--- config.mk ---
export PLATFORM = sky130hd
export DESIGN_NAME = keypad_event_ctrl_flat
export DESIGN_NICKNAME = d
export VERILOG_FILES = /design/src/rtl/keypad_event_ctrl_if.sv /design/src/rtl/keypad_event_ctrl.sv /design/src/flat_wrapper.sv
export SDC_FILE = /design/constraint.sdc
export NUM_CORES = 1
export LEC_CHECK = 0
export ABC_AREA = 1
export CAP_MARGIN = 20
export CORE_UTILIZATION = 60
export CTS_CLUSTER_DIAMETER = 60
export DETAILED_ROUTE_END_ITERATION = 12
export PLACE_DENSITY = 0.84
export SLEW_MARGIN = 0
export SYNTH_ARGS = -nofsm -noshare
export SYNTH_HDL_FRONTEND = slang
export SYNTH_SLANG_ARGS = --single-unit
--- constraint.sdc ---
create_clock -name clk -period 3.9 [get_ports clk]
set_clock_uncertainty 0.05 [all_clocks]
set_input_delay 0.39 -clock clk [delete_from_list [all_inputs] [get_ports clk]]
set_output_delay 0.39 -clock clk [all_outputs]
set_load 0.03 [all_outputs]
--- src/rtl/keypad_event_ctrl_if.sv ---
// keypad_event_ctrl_if
//
// Bundles the scanner inputs, the consumer handshake and the event FIFO status
// of keypad_event_ctrl.
//
// Signals:
//   key_code  [4:0]  scanner code, [4:2] row, [1:0] column
//   key_ready        debounced "exactly one key down" flag
//   ev_pop           consumer pops the FIFO head (ignored while ev_valid=0)
//   ovf_clr          clears the sticky overflow flag
//   ev_valid         FIFO non-empty
//   ev_code   [4:0]  key code of the FIFO head
//   ev_type   [1:0]  head type: 00 press, 01 repeat, 10 release
//   ev_count  [2:0]  FIFO occupancy, 0..4
//   overflow         sticky, an event was dropped
//   key_held         a key is currently tracked
//
// Modports: slave is the controller, master is the scanner/consumer side.
interface keypad_event_ctrl_if;
    logic [4:0] key_code;
    logic       key_ready;
    logic       ev_pop;
    logic       ovf_clr;
    logic       ev_valid;
    logic [4:0] ev_code;
    logic [1:0] ev_type;
    logic [2:0] ev_count;
    logic       overflow;
    logic       key_held;

    modport slave (
        input  key_code, key_ready, ev_pop, ovf_clr,
        output ev_valid, ev_code, ev_type, ev_count, overflow, key_held
    );

    modport master (
        output key_code, key_ready, ev_pop, ovf_clr,
        input  ev_valid, ev_code, ev_type, ev_count, overflow, key_held
    );
endinterface

--- src/rtl/keypad_event_ctrl.sv ---
// keypad_event_ctrl
//
// Turns the keypad scanner's level-valued code/ready pair into discrete press,
// repeat and release events, queued in a 4-entry first-word-fall-through FIFO
// that the consumer drains with a valid/pop handshake.
//
// Ports:
//   clk  system clock
//   rst  asynchronous, active-high reset
//   bus  keypad_event_ctrl_if.slave (scanner inputs, pop/ovf_clr, FIFO outputs)
//
// Parameters:
//   HOLD_CYCLES    cycles from the press event to the first repeat (>= 2)
//   REPEAT_CYCLES  cycles between successive repeats (>= 2)
//
// Configuration macro:
//   KEYPAD_AUTOREPEAT_EN  when defined, builds the REPEAT state and the hold
//                         counter; otherwise only press/release are produced
//                         and both parameters are ignored.
module keypad_event_ctrl #(
    parameter int unsigned HOLD_CYCLES   = 50_000_000,
    parameter int unsigned REPEAT_CYCLES = 10_000_000
) (
    input logic                clk,
    input logic                rst,
    keypad_event_ctrl_if.slave bus
);

    localparam logic [1:0] TypePress   = 2'b00;
    localparam logic [1:0] TypeRepeat  = 2'b01;
    localparam logic [1:0] TypeRelease = 2'b10;

`ifdef KEYPAD_AUTOREPEAT_EN
    typedef enum logic [1:0] {StIdle, StPressed, StRepeat} state_t;
`else
    typedef enum logic {StIdle, StPressed} state_t;
`endif

    state_t     state_q, state_d;
    logic [4:0] cur_code_q, cur_code_d;

    // Event request from the FSM, at most one per cycle
    logic       push;
    logic [4:0] push_code;
    logic [1:0] push_type;

`ifdef KEYPAD_AUTOREPEAT_EN
    logic [31:0] cnt_q, cnt_d;
`else
    logic unused_cfg;
    assign unused_cfg = ^{HOLD_CYCLES, REPEAT_CYCLES, TypeRepeat};
`endif

    // ------------------------------------------------------------------
    // Key tracking FSM
    // ------------------------------------------------------------------
    always_comb begin
        state_d    = state_q;
        cur_code_d = cur_code_q;
        push       = 1'b0;
        push_code  = cur_code_q;
        push_type  = TypePress;
`ifdef KEYPAD_AUTOREPEAT_EN
        cnt_d      = cnt_q;
`endif
        unique case (state_q)
            StIdle: begin
                if (bus.key_ready) begin
                    push       = 1'b1;
                    push_code  = bus.key_code;
                    push_type  = TypePress;
                    cur_code_d = bus.key_code;
                    state_d    = StPressed;
`ifdef KEYPAD_AUTOREPEAT_EN
                    cnt_d      = '0;
`endif
                end
            end
            StPressed: begin
                // A different key counts as a release; the new key is pressed
                // from IDLE on the following cycle.
                if (!bus.key_ready || (bus.key_code != cur_code_q)) begin
                    push      = 1'b1;
                    push_type = TypeRelease;
                    state_d   = StIdle;
                end
`ifdef KEYPAD_AUTOREPEAT_EN
                else if (cnt_q == HOLD_CYCLES - 1) begin
                    push      = 1'b1;
                    push_type = TypeRepeat;
                    cnt_d     = '0;
                    state_d   = StRepeat;
                end else begin
                    cnt_d = cnt_q + 32'd1;
                end
`endif
            end
`ifdef KEYPAD_AUTOREPEAT_EN
            StRepeat: begin
                if (!bus.key_ready || (bus.key_code != cur_code_q)) begin
                    push      = 1'b1;
                    push_type = TypeRelease;
                    state_d   = StIdle;
                end else if (cnt_q == REPEAT_CYCLES - 1) begin
                    push      = 1'b1;
                    push_type = TypeRepeat;
                    cnt_d     = '0;
                end else begin
                    cnt_d = cnt_q + 32'd1;
                end
            end
            default: state_d = StIdle;
`endif
        endcase
    end

    always_ff @(posedge clk or posedge rst) begin
        if (rst) begin
            state_q    <= StIdle;
            cur_code_q <= '0;
`ifdef KEYPAD_AUTOREPEAT_EN
            cnt_q      <= '0;
`endif
        end else begin
            state_q    <= state_d;
            cur_code_q <= cur_code_d;
`ifdef KEYPAD_AUTOREPEAT_EN
            cnt_q      <= cnt_d;
`endif
        end
    end

    // ------------------------------------------------------------------
    // Event FIFO
    // ------------------------------------------------------------------
    logic [6:0] fifo_q [4];
    logic [1:0] wr_ptr_q, rd_ptr_q;
    logic [2:0] count_q, count_d;
    logic       overflow_q, overflow_d;
    logic       do_pop, do_push, drop;

    // A full FIFO still accepts a push when the head leaves in the same cycle
    assign do_pop  = (count_q != 3'd0) && bus.ev_pop;
    assign do_push = push && ((count_q != 3'd4) || do_pop);
    assign drop    = push && (count_q == 3'd4) && !do_pop;
    assign count_d = count_q + {2'b00, do_push} - {2'b00, do_pop};

    always_comb begin
        overflow_d = overflow_q;
        if (drop) begin
            overflow_d = 1'b1;
        end else if (bus.ovf_clr) begin
            overflow_d = 1'b0;
        end
    end

    always_ff @(posedge clk or posedge rst) begin
        if (rst) begin
            for (int i = 0; i < 4; i++) begin
                fifo_q[i] <= '0;
            end
            wr_ptr_q   <= '0;
            rd_ptr_q   <= '0;
            count_q    <= '0;
            overflow_q <= 1'b0;
        end else begin
            if (do_push) begin
                fifo_q[wr_ptr_q] <= {push_code, push_type};
                wr_ptr_q         <= wr_ptr_q + 2'd1;
            end
            if (do_pop) begin
                rd_ptr_q <= rd_ptr_q + 2'd1;
            end
            count_q    <= count_d;
            overflow_q <= overflow_d;
        end
    end

    assign bus.ev_valid = (count_q != 3'd0);
    assign bus.ev_code  = fifo_q[rd_ptr_q][6:2];
    assign bus.ev_type  = fifo_q[rd_ptr_q][1:0];
    assign bus.ev_count = count_q;
    assign bus.overflow = overflow_q;
    assign bus.key_held = (state_q != StIdle);

endmodule

--- src/flat_wrapper.sv ---
// flat-port wrapper written by rule: the top's interface ports become plain ports
module keypad_event_ctrl_flat 
#(
    parameter int unsigned HOLD_CYCLES   = 50_000_000,
    parameter int unsigned REPEAT_CYCLES = 10_000_000
)
  (clk, rst, bus_key_code, bus_key_ready, bus_ev_pop, bus_ovf_clr, bus_ev_valid, bus_ev_code, bus_ev_type, bus_ev_count, bus_overflow, bus_key_held);
  keypad_event_ctrl_if bus_i ();
  input logic clk;
  input logic rst;
  input wire logic [$bits(bus_i.key_code)-1:0] bus_key_code;
  input wire logic [$bits(bus_i.key_ready)-1:0] bus_key_ready;
  input wire logic [$bits(bus_i.ev_pop)-1:0] bus_ev_pop;
  input wire logic [$bits(bus_i.ovf_clr)-1:0] bus_ovf_clr;
  output wire logic [$bits(bus_i.ev_valid)-1:0] bus_ev_valid;
  output wire logic [$bits(bus_i.ev_code)-1:0] bus_ev_code;
  output wire logic [$bits(bus_i.ev_type)-1:0] bus_ev_type;
  output wire logic [$bits(bus_i.ev_count)-1:0] bus_ev_count;
  output wire logic [$bits(bus_i.overflow)-1:0] bus_overflow;
  output wire logic [$bits(bus_i.key_held)-1:0] bus_key_held;
  assign bus_i.key_code = bus_key_code;
  assign bus_i.key_ready = bus_key_ready;
  assign bus_i.ev_pop = bus_ev_pop;
  assign bus_i.ovf_clr = bus_ovf_clr;
  assign bus_ev_valid = bus_i.ev_valid;
  assign bus_ev_code = bus_i.ev_code;
  assign bus_ev_type = bus_i.ev_type;
  assign bus_ev_count = bus_i.ev_count;
  assign bus_overflow = bus_i.overflow;
  assign bus_key_held = bus_i.key_held;
  keypad_event_ctrl #(.HOLD_CYCLES(HOLD_CYCLES), .REPEAT_CYCLES(REPEAT_CYCLES)) u_core (.clk(clk), .rst(rst), .bus(bus_i));
endmodule
==> results.cfg <==
[synth]
ys_seq_area_frac = 0.4570
netlist_instances = 249
syn_nets = 266
yosysTopAreaCellShare = 0.4570
synth_largest_area_cell = sky130_fd_sc_hd__dfrtp_1
synth_area_leaders = sky130_fd_sc_hd__dfrtp_1 (46%), sky130_fd_sc_hd__nand2_1 (15%), sky130_fd_sc_hd__nand4_1 (7.2%)
synth-seq-cells = 38
syn-cell-area_mm2 = 0.002081
synthesis.area_per_instance_um2 = 8.356
ys_types = 24
synth-warning-count = 0

[global_route]
groute.usage.overall = 0.2650
grt_first_pass_wirelength_mm = 7.086
largest_net_degree_at_the_start_of_global_routing = 39
antenna_violations_before_repair = 0
grt_pass1_vias = 1579
grt_overflow_total = 0

[place]
dp.final_hpwl_mm = 3.020
gp_routability_congestion = 0.8396
dpl_cell_area_mm2 = 0.002281
portBuffers = 21

[timing]
report.final.hold_viol_count = 0
max_slew_margin = 0.5864
rsz0062_at_grt = no
tightest_slew_ns = 0.6197
final.setup.tns_ns = 0
slew_violations = 0
period_needed_ns = 2.766
timing.final.crit_share = 0.7092
f_max_mhz = 361.6
finalHoldWorstSlack_ns = 0.3811
timing.final.setup_violations = 0

[worst_setup_path]
timing_worst_setup_path_type = reg -> out
end_kind = output port
startpoint_type = flop
critical_path_arrival_ns = 2.33
setup.reg_to_reg.worst_slack_ns = 1.51
rr_startpoint = u_core.bus.ev_count[1]
cp-endpoint = bus_ev_code[1]
crit-reg2reg-capture = u_core.bus.ev_count[2]
worst_ep_required_time_ns = 3.46
cp-startpoint = u_core.rd_ptr_q[0]
path_max_fanout = 15
ff2ff_path_depth = 7

[finish]
layout_common_cells = sky130_fd_sc_hd__nand2_1 (81), sky130_fd_sc_hd__dfrtp_1 (38), sky130_fd_sc_hd__nand4_1 (24)
post_route_cells_drive_above_1_share = 0.1185
final_area_mm2 = 0.002360
num-nets-final = 286
area_delta_synth_final_pct = 13.41
n_antenna_cell = 0
layout_commonest_cell = sky130_fd_sc_hd__nand2_1

[clocking]
cts_root_buffer_type = sky130_fd_sc_hd__clkbuf_4
ctsHoldBuffers = 0
cts_resized = 0
tritoncts = yes
cts_made_buffers = 5
worst_skew_pair.late_latency_ns = 0.35
clock_sinks = 38
clock_path_buffers = 2
h-tree-depth = 2
clk_pin_slew_ns = 0.11
post-cts-setup-buffers = 0

[routing]
postRouteWirelength_mm = 4.359
route.detailed.drc = 0
routed_length_per_placed_instance_um = 13.79
detail_route.iter0.violations = 93
antenna_violating_nets_remaining = 0
detailroute.via_count = 1771
drt_first_pass_iters = 4
avgViaCountPerCell = 5.604

[power]
power_density_mw_per_mm2 = 813.3
report.power.total_uw = 1919
static_leakage_power_uw = 0.001208
vdd_drop_max_mv = 0.4815

[die]
floorplan.die.height_um = 60.89
starting_density_of_the_core = 0.6235
floorplan.io_pins = 23
dieArea_mm2 = 0.003708
floorplan.core_area_mm2 = 0.003337
dieWidth_um = 60.89
rows = 21

[min_path]
hold_path_class = in -> async

[outcome]
outcome = finished, final reports clean

[flow_run]
cap_violations = 0
-- flip-flops by register name (all words and copies together), names as in the netlist --
signal / cells
u_core.fifo_q: 24
u_core.wr_ptr_q: 2
u_core.bus.overflow: 1
u_core.rd_ptr_q: 2
u_core.bus.ev_count: 3
u_core.cur_code_q: 5
u_core.bus.key_held: 1
-- synth_stat cells --
cell,instances
sky130_fd_sc_hd__nand2_2,3
sky130_fd_sc_hd__xnor2_1,1
sky130_fd_sc_hd__inv_2,3
sky130_fd_sc_hd__nand2_1,81
sky130_fd_sc_hd__nand3_2,3
sky130_fd_sc_hd__a21oi_1,2
sky130_fd_sc_hd__nand3_1,3
sky130_fd_sc_hd__dfrtp_1,38
sky130_fd_sc_hd__o21ai_0,12
sky130_fd_sc_hd__o22ai_1,7
sky130_fd_sc_hd__ha_1,6
sky130_fd_sc_hd__fa_1,1
sky130_fd_sc_hd__nand4_1,24
sky130_fd_sc_hd__nand2_4,1
sky130_fd_sc_hd__xor2_1,4
sky130_fd_sc_hd__nand4_2,4
sky130_fd_sc_hd__inv_1,22
sky130_fd_sc_hd__clkbuf_1,2
sky130_fd_sc_hd__buf_6,4
sky130_fd_sc_hd__o21ai_2,5
sky130_fd_sc_hd__conb_1,1
sky130_fd_sc_hd__nor2_1,15
sky130_fd_sc_hd__buf_4,3
sky130_fd_sc_hd__nor2_2,4
-- power by group --
part	leakage, uW	total (uW)	switching (uW)	internal (uW)
sequential	0.000480	690	130	561
clock	0.0000446	252	129	123
combinational	0.000683	977	605	372
total	0.00121	1920	863	1060
-- worst min path at each step --
stage | startpoint | endpoint | slack [ns]
2_1_floorplan | u_core.fifo_q[10] | u_core.fifo_q[10] | 0.39
3_3_place_gp | u_core.fifo_q[17] | u_core.fifo_q[17] | 0.41
3_5_place_dp | u_core.fifo_q[19] | u_core.fifo_q[19] | 0.41
4_1_cts | rst | u_core.wr_ptr_q[0] | 0.40
5_1_grt | rst | u_core.wr_ptr_q[0] | 0.45
6_report | rst | u_core.wr_ptr_q[0] | 0.38
-- area by class of cell --
type | instances | area, um^2
inverter | 25 | 93.84
tap | 46 | 57.56
sequential | 38 | 950.9
timing repair buffer | 22 | 217.7
multi-input combinational | 177 | 960.9
fill | 258 | 977.2
clock buffer | 8 | 78.83
-- cells by family (layout without fill, tap and decap cells) --
family,count (synthesis),count (layout),synth area share
XOR/XNOR,5,5,0.02105
flip-flops,38,38,0.4570
AO/OA/AOI/OAI,26,26,0.07577
AND/OR/NAND/NOR,138,138,0.3175
adder cells (fa/ha/maj),7,7,0.04570
buffers and inverters,34,55,0.08118
other,1,1,0.001802
-- layer usage --
metal | share of wire | global-route usage | up-vias
li1 | - | - | 860
met1 | 0.44 | 0.3639 | 849
met2 | 0.48 | 0.4207 | 55
met3 | 0.057 | 0.04478 | 7
met4 | 0.014 | 0.1039 | 0
met5 | 0 | 0 | -
-- worst max-delay path: stages, from the launching register on --
cell and delay (ns):
sky130_fd_sc_hd__dfrtp_1 0.64, sky130_fd_sc_hd__inv_1 0.31, sky130_fd_sc_hd__o21ai_0 0.31, sky130_fd_sc_hd__o22ai_1 0.11
sky130_fd_sc_hd__clkdlybuf4s50_1 0.60
-- stage by stage --
step,setup slack (ns),std cells,utilization
after floorplan,1.834,249,-
after global placement,1.283,308,0.6835
after detailed placement,1.202,308,0.6835
after CTS,1.202,316,0.7072
after global routing,1.040,316,0.7072
final,1.134,316,0.7072
No activity file was read; power rests on OpenSTA's default activity.
